<file path="config.mk">
export PLATFORM = sky130hd
export DESIGN_NAME = switch_debouncer_flat
export DESIGN_NICKNAME = d
export VERILOG_FILES = /design/src/rtl/switch_debouncer_if.sv /design/src/rtl/switch_debouncer.sv /design/src/flat_wrapper.sv
export SDC_FILE = /design/constraint.sdc
export NUM_CORES = 1
export LEC_CHECK = 0
export CAP_MARGIN = 20
export CORE_MARGIN = 4
export CORE_UTILIZATION = 51
export DETAILED_ROUTE_END_ITERATION = 12
export GPL_TIMING_DRIVEN = 0
export PLACE_DENSITY = 0.72
export RECOVER_POWER = 100
export SYNTH_ARGS = -nofsm -noshare
export SYNTH_HDL_FRONTEND = slang
export SYNTH_SLANG_ARGS = --single-unit
</file>
<file path="constraint.sdc">
create_clock -name i_clk -period 6.77 [get_ports i_clk]
set_input_delay 1.354 -clock i_clk [delete_from_list [all_inputs] [get_ports i_clk]]
set_output_delay 1.354 -clock i_clk [all_outputs]
set_load 0.005 [all_outputs]
</file>
<file path="src/rtl/switch_debouncer_if.sv">
// Switch debouncer bus: raw switch levels in, debounced word and change masks out.
interface switch_debouncer_if #(
  parameter int unsigned NUM_SW = 10
);

  logic [NUM_SW-1:0] i_sw;
  logic [31:0]       o_sw_data;
  logic              o_sw_changed;
  logic [31:0]       o_sw_rise;
  logic [31:0]       o_sw_fall;

  // Board / stimulus side: drives raw levels, observes conditioned outputs
  modport master (
    output i_sw,
    input  o_sw_data,
    input  o_sw_changed,
    input  o_sw_rise,
    input  o_sw_fall
  );

  // Debouncer side
  modport slave (
    input  i_sw,
    output o_sw_data,
    output o_sw_changed,
    output o_sw_rise,
    output o_sw_fall
  );

endinterface

</file>
<file path="src/rtl/switch_debouncer.sv">
// Per-switch 2-FF synchroniser plus stability counter; publishes a clean 32-bit
// switch word and one-cycle change pulse with rise/fall masks.
module switch_debouncer #(
  parameter int unsigned NUM_SW          = 10,
  parameter int unsigned DEBOUNCE_CYCLES = 50000
) (
  input  logic              i_clk,
  input  logic              i_reset,
  switch_debouncer_if.slave sw_if
);

  localparam int unsigned     CNT_W   = $clog2(DEBOUNCE_CYCLES + 1);
  localparam logic [CNT_W-1:0] CNT_MAX = CNT_W'(DEBOUNCE_CYCLES - 1);

  // Reject illegal configurations at elaboration
  if (NUM_SW < 1 || NUM_SW > 32) begin : g_bad_num_sw
    $error("switch_debouncer: NUM_SW must be in 1..32");
  end
  if (DEBOUNCE_CYCLES < 1) begin : g_bad_cycles
    $error("switch_debouncer: DEBOUNCE_CYCLES must be >= 1");
  end

  logic [NUM_SW-1:0] sync1_q;
  logic [NUM_SW-1:0] sync2_q;
  logic [NUM_SW-1:0] stable_q;
  logic [NUM_SW-1:0] stable_d;
  logic [CNT_W-1:0]  cnt_q [NUM_SW];
  logic [CNT_W-1:0]  cnt_d [NUM_SW];
  logic [NUM_SW-1:0] upd_c;
  logic              changed_q;
  logic              changed_d;
  logic [NUM_SW-1:0] rise_q;
  logic [NUM_SW-1:0] rise_d;
  logic [NUM_SW-1:0] fall_q;
  logic [NUM_SW-1:0] fall_d;

  // Stability counters: any cycle matching the accepted level restarts the count
  always_comb begin
    stable_d = stable_q;
    upd_c    = '0;
    for (int i = 0; i < int'(NUM_SW); i++) begin
      cnt_d[i] = '0;
      if (sync2_q[i] != stable_q[i]) begin
        if (cnt_q[i] == CNT_MAX) begin
          stable_d[i] = sync2_q[i];
          upd_c[i]    = 1'b1;
        end else begin
          cnt_d[i] = cnt_q[i] + CNT_W'(1);
        end
      end
    end
    rise_d    = upd_c & sync2_q;
    fall_d    = upd_c & ~sync2_q;
    changed_d = |upd_c;
  end

  // State registers; reset discards any partial qualification immediately
  always_ff @(posedge i_clk or posedge i_reset) begin
    if (i_reset) begin
      sync1_q   <= '0;
      sync2_q   <= '0;
      stable_q  <= '0;
      changed_q <= 1'b0;
      rise_q    <= '0;
      fall_q    <= '0;
      for (int i = 0; i < int'(NUM_SW); i++) begin
        cnt_q[i] <= '0;
      end
    end else begin
      sync1_q   <= sw_if.i_sw;
      sync2_q   <= sync1_q;
      stable_q  <= stable_d;
      changed_q <= changed_d;
      rise_q    <= rise_d;
      fall_q    <= fall_d;
      for (int i = 0; i < int'(NUM_SW); i++) begin
        cnt_q[i] <= cnt_d[i];
      end
    end
  end

  // Zero-extend to the fixed 32-bit bus
  assign sw_if.o_sw_data    = 32'(stable_q);
  assign sw_if.o_sw_changed = changed_q;
  assign sw_if.o_sw_rise    = 32'(rise_q);
  assign sw_if.o_sw_fall    = 32'(fall_q);

endmodule

</file>
<file path="src/flat_wrapper.sv">
// flat-port wrapper written by rule: the top's interface ports become plain ports
module switch_debouncer_flat 
#(
  parameter int unsigned NUM_SW          = 10,
  parameter int unsigned DEBOUNCE_CYCLES = 50000
)
  (i_clk, i_reset, sw_if_i_sw, sw_if_o_sw_data, sw_if_o_sw_changed, sw_if_o_sw_rise, sw_if_o_sw_fall);
  switch_debouncer_if #(.NUM_SW(NUM_SW)) sw_if_i ();
  input  logic i_clk;
  input  logic i_reset;
  input wire logic [$bits(sw_if_i.i_sw)-1:0] sw_if_i_sw;
  output wire logic [$bits(sw_if_i.o_sw_data)-1:0] sw_if_o_sw_data;
  output wire logic [$bits(sw_if_i.o_sw_changed)-1:0] sw_if_o_sw_changed;
  output wire logic [$bits(sw_if_i.o_sw_rise)-1:0] sw_if_o_sw_rise;
  output wire logic [$bits(sw_if_i.o_sw_fall)-1:0] sw_if_o_sw_fall;
  assign sw_if_i.i_sw = sw_if_i_sw;
  assign sw_if_o_sw_data = sw_if_i.o_sw_data;
  assign sw_if_o_sw_changed = sw_if_i.o_sw_changed;
  assign sw_if_o_sw_rise = sw_if_i.o_sw_rise;
  assign sw_if_o_sw_fall = sw_if_i.o_sw_fall;
  switch_debouncer #(.NUM_SW(NUM_SW), .DEBOUNCE_CYCLES(DEBOUNCE_CYCLES)) u_core (.i_clk(i_clk), .i_reset(i_reset), .sw_if(sw_if_i));
endmodule
</file>
==> impl_metrics.ini, run 1 <==
[layout]
final_area_um2 = 11600
fillerInstances = 1527
multiInputGateArea_um2 = 4110
fin_cells = 1307
drive_above_1_share = 0.113
finish.net_count = 1078
area_growth_pct = 19.0
seq_area_um2 = 5280
diodes = 0

[floorplanning]
start_util = 0.519
die-area_um2 = 21400
rows = 50
io_pins = 109
die_y_um = 146
coreArea_um2 = 18800
die_w_um = 146

[timing]
tns_ns = 0
setup_viol = 0
finalMaxSlewViolations = 67
max_freq_ghz = 0.250
skew_ns = 0.0162
hold_violations = 0
tightest_slew_ns = 1.97
period_minus_slack_ns = 4.00
relSlewSlack = -0.315
rsz0062_at_grt = false
finalCritPeriodShare = 0.591

[routing]
drt-total-wl_um = 17500
wl_per_cell_um = 13.4
drt_first_pass_iters = 5
routed_via_density = 5.03
drt-initial-drc-count = 290
via_count = 6571
ant_nets = 0
drcViolationCount = 0

[logic_synthesis]
ys_types = 32
synthTopCellsByArea = dfrtp_1, xor2_1, xnor2_1
syn_inst = 918
yosys.area.top_type = dfrtp_1
synth.avg_cell_area_um2 = 10.6
yosysWarnings = 0
syn-cell-area_um2 = 9750
ys_seq_area_frac = 0.542
netlist.area_leader.share = 0.542
synth-seq-cells = 211

[placed_design]
place_inst = 1265
placed_area_um2 = 10800
gp_congestion = 0.821
portBuffers = 42
dpl.hpwl_um = 12200

[critical_path]
crit_slowest_cell = clkbuf_1
crit_type = in2async
critical_path_required_ns = 7.46
path_max_fanout = 37
cp-start-kind = input pin
path_delay_family = buffers and inverters
crit_top_cell = buf_12
cp_slowest_stage_delay_ns = 1.48
crit_arrival_ns = 4.69
cp_cell_sequence = dlygate4sd3_1 > clkinvlp_2 > clkbuf_1 > buf_12 > buf_12 > buf_12
crit_path_end_kind = async pin
crit_buf_inv = 6

[clocking]
cts_tree = yes
cts_sinks = 211
cts_max_level = 1
cts_root_buffer = clkbuf_16
clock_latency_ns = 0.50
clkTransAtPathRegs_ns = 0.06
cts.path.max_buffers = 3
cts_resized = 0
holdBufCountCts = 0
post_cts_buffers = 0
cts_buffers = 23

[outcome]
status = complete, but fails checks
violations = max-capacitance violations, max-slew violations

[power_and_ir_drop]
leakagePower_nw = 5.47
ir_drop_mv = 0.174
p_per_area_nw_per_um2 = 237

[global_routing]
groute.usage.overall = 0.164
grt_pass1_vias = 6392
grt_max_degree = 40
grt_pass1_wl_um = 30100
antenna_found_initial = 0
gr-total-overflow = 0

[job]
cap_violations = 2

[min_path]
holdCritPathClass = reg2reg
[cells in the final DEF (no fill, tap or decap), types with 18 or more instances in the layout]
cell	n
nand2_1	46
conb_1	66
nor4bb_1	18
xor2_1	70
nand3_1	37
dfrtp_1	211
clkbuf_1	21
clkbuf_16	23
dlygate4sd3_1	42
xnor2_1	67
nand4_1	40
buf_4	66
nor2_1	155
and3_1	50
[path summary, 6_finish.rpt]
path                                    start                 end  slack (ns)  depth (start not counted)
min reg2reg                 u_core.sync1_q[1]   u_core.sync2_q[1]        0.35                          0
max in group i_clk         u_core.stable_q[2]  sw_if_o_sw_data[2]        3.86                          1
max                                   i_reset    u_core.cnt_q[72]        2.77                          6
min in group asynchronous             i_reset  u_core.stable_q[4]        1.44                          2
min                         u_core.sync1_q[1]   u_core.sync2_q[1]        0.35                          0
max reg2reg                  u_core.cnt_q[96]   u_core.cnt_q[106]        4.58                          7
[logic make-up after synthesis]
kind of cell / share of synthesized area
buf+inv: 0.0617
flops: 0.542
xor+xnor: 0.123
other cells: 0.000385
fa+ha+maj: 0.0128
compound gates: 0.0130
mux: 0.0116
simple gates: 0.236
[cells in the mapped netlist (all sizes together)]
master,count
and2,6
clkbuf,5
nor3,13
or3,14
inv,9
xnor2,67
a21oi,12
o22ai,1
o21ai,12
nand2b,6
xor2,70
nand4,41
nor4,6
nand2,46
and4,9
conb,1
nor3b,17
dfrtp,211
nor4b,10
mux2,10
and3,51
nor2b,5
ha,10
buf,76
nor2,155
nand3,37
nor4bb,18
[area by class of cell]
class,count,area share
flip-flops and latches,211,0.455
multi-input cells,682,0.354
clock buffers,33,0.0580
plain buffers,81,0.0476
repair buffers,48,0.0438
well taps,234,0.0252
clock inverters,9,0.0132
inverters,9,0.00302
[sequential cells by signal (all words and copies together), names as in the netlist]
| name | flops |
|---|---|
| u_core.sync1_q | 10 |
| u_core.stable_q | 10 |
| u_core.fall_q | 10 |
| u_core.sync2_q | 10 |
| u_core.cnt_q | 160 |
| u_core.rise_q | 10 |
| u_core.sw_if.o_sw_changed | 1 |
[stage by stage]
step	hold WS [ns]	power, W	setup WS (ns)	util
6_report	0.347	0.00274	2.77	0.618
5_1_grt	0.354	0.00286	2.15	0.618
3_3_place_gp	0.334	0.00143	1.08	0.571
4_1_cts	0.349	0.00279	3.89	0.621
3_5_place_dp	0.335	0.00144	3.71	0.577
2_1_floorplan	0.331	0.00141	2.67	-
[per-layer routing]
metal | global-route usage | share of wire | routed length, um
met1 | 0.226 | 0.46 | 8100
met2 | 0.277 | 0.49 | 8540
met3 | 0.0242 | 0.037 | 642
met4 | 0.0395 | 0.014 | 254
met5 | 0 | 0 | 0
[report_power, final]
| group | switching, W | leakage [nW] | internal (W) |
|---|---|---|---|
| registers | 0.0000161 | 2.88 | 0.00128 |
| logic | 0.0000662 | 2.18 | 0.0000512 |
| clock network | 0.000485 | 0.408 | 0.000845 |
No activity file was read; power rests on OpenSTA's default activity.
==> inputs of run 2 (changes only) <==
--- a/config.mk
+++ b/config.mk
@@ -7,10 +7,10 @@
 export LEC_CHECK = 0
 export CAP_MARGIN = 20
 export CORE_MARGIN = 4
-export CORE_UTILIZATION = 51
+export CORE_UTILIZATION = 57
 export DETAILED_ROUTE_END_ITERATION = 12
 export GPL_TIMING_DRIVEN = 0
-export PLACE_DENSITY = 0.72
+export PLACE_DENSITY = 0.77
 export RECOVER_POWER = 100
 export SYNTH_ARGS = -nofsm -noshare
 export SYNTH_HDL_FRONTEND = slang
==> constraint.sdc (replaced) <==
create_clock -name i_clk -period 3.7 [get_ports i_clk]
set_input_delay 0.74 -clock i_clk [delete_from_list [all_inputs] [get_ports i_clk]]
set_output_delay 0.74 -clock i_clk [all_outputs]
set_load 0.005 [all_outputs]
==> run 2 against run 1 <==
Net effect:
- the run still ends with max-capacitance violations, max-slew violations left
- sequential share of layout area grew 0.41 points
- hold slack gained 0.0029 ns
- utilization grew 7.3 points
- design area shrank 0.89%
- clock skew shrank 0.0051 ns
- sequential power grew 82%
- non-clock buffer count shrank 1
- clock-buffer cell count shrank 1
- clock power grew 65%
- via count shrank 0.59%
- critical path type is now reg2out
==> impl_metrics.ini, run 2 (synthesis gave the netlist of run 1 again) <==
[outcome]
status = complete, but fails checks
violations = max-capacitance violations, max-slew violations

[critical_path]
r2r_cells = 7
cp_cell_sequence = dlygate4sd3_1
path_max_fanout = 6
crit_arrival_ns = 1.53
critical_path_required_ns = 2.96
cp-start-kind = flop
crit_slowest_cell = dlygate4sd3_1
crit_type = reg2out
cp_num_cells = 1
reg2reg_slack_ns = 1.54
cp_slowest_stage_delay_ns = 0.60
path_delay_family = buffers and inverters
crit_buf_inv = 1
crit_path_end_kind = output pin

[placed_design]
portBuffers = 42
dpl.hpwl_um = 12000
gp_congestion = 0.828
placed_area_um2 = 10800

[floorplanning]
die_y_um = 139
start_util = 0.586
coreArea_um2 = 16600
rows = 47
die_w_um = 139
die-area_um2 = 19300
io_pins = 109

[routing]
via_count = 6532
drt-initial-drc-count = 309
drcViolationCount = 0
wl_per_cell_um = 13.5
drt-total-wl_um = 17400
drt_first_pass_iters = 4
routed_via_density = 5.07
ant_nets = 0

[timing]
tightest_slew_ns = 1.82
skew_ns = 0.0111
finalCritPeriodShare = 0.614
setup_viol = 0
hold_violations = 0
max_freq_ghz = 0.441
hold_ws_ns = 0.350
period_minus_slack_ns = 2.27
rsz0062_at_grt = false
relSlewSlack = -0.219
finalMaxSlewViolations = 39

[min_path]
min_path_cells = 0
holdCritPathClass = reg2reg

[clocking]
clkTransAtPathRegs_ns = 0.06
cts_root_buffer = clkbuf_16
cts.path.max_buffers = 3
post_cts_buffers = 0
clock_latency_ns = 0.50
cts_resized = 0
cts_max_level = 1
cts_tree = yes
cts_buffers = 22
holdBufCountCts = 0
cts_sinks = 211

[layout]
layout_common_cells = dfrtp_1, nor2_1, xor2_1, xnor2_1
final_area_um2 = 11500
layout_commonest_cell = dfrtp_1
largest_register_ffs = 160
area_growth_pct = 17.9
drive_above_1_share = 0.111
finish.net_count = 1076
diodes = 0
fillerInstances = 1300
top_register = u_core.cnt_q

[global_routing]
grt_max_degree = 41
antenna_found_initial = 0
groute.usage.overall = 0.181
grt_pass1_vias = 6442
grt_pass1_wl_um = 30200
gr-total-overflow = 0

[power_and_ir_drop]
ir_drop_mv = 0.301
p_per_area_nw_per_um2 = 416
leakagePower_nw = 5.43
total_power_w = 0.00478

[job]
cap_violations = 1
-- run 2: cell count changes in the layout (fill, tap and decap cells not counted), sizes merged --
cell,delta
clkinvlp,+1
bufinv,-3
buf,+1
clkbuf,-3
inv,-1
-- run 2: per-layer routing --
layer / GRT usage / routed length [um] / up-vias
li1: - / - / 3265
met1: 0.259 / 8160 / 3133
met2: 0.286 / 8120 / 99
met3: 0.0307 / 751 / 35
met4: 0.0561 / 399 / 0
met5: 0 / 0 / -
-- run 2: cell type report --
type	instances	area, um2	area share
Clock buffer	32	669	0.0582
Buffer	81	552	0.0480
Tap cell	220	275	0.0239
Timing Repair Buffer	47	520	0.0453
Sequential cell	211	5280	0.459
Inverter	9	35.0	0.00305
Multi-Input combinational cell	682	4110	0.357
Clock inverter	6	57.6	0.00501
-- run 2: report_power, final --
part           switching, W  total, W  internal, W
Sequential        0.0000293   0.00237      0.00235
Clock              0.000870   0.00219      0.00132
Combinational      0.000122  0.000217    0.0000954
Total               0.00102   0.00478      0.00376
-- run 2: per-stage QoR --
step / setup WS (ns) / instances / util / setup TNS, ns
2_1_floorplan: 0.218 / 983 / - / 0
5_1_grt: 1.08 / 1288 / 0.691 / 0
3_3_place_gp: -1.33 / 1245 / 0.642 / -279.16
4_1_cts: 1.46 / 1288 / 0.692 / 0
6_report: 1.43 / 1288 / 0.691 / 0
3_5_place_dp: 1.42 / 1250 / 0.648 / 0
-- run 2: final timing paths --
path / from / end
max: u_core.stable_q[2] / sw_if_o_sw_data[2]
min: u_core.sync1_q[1] / u_core.sync2_q[1]
max reg2reg: u_core.cnt_q[0] / u_core.cnt_q[7]
min reg2reg: u_core.sync1_q[1] / u_core.sync2_q[1]
max in group asynchronous: i_reset / u_core.cnt_q[65]
min in group asynchronous: i_reset / u_core.stable_q[4]
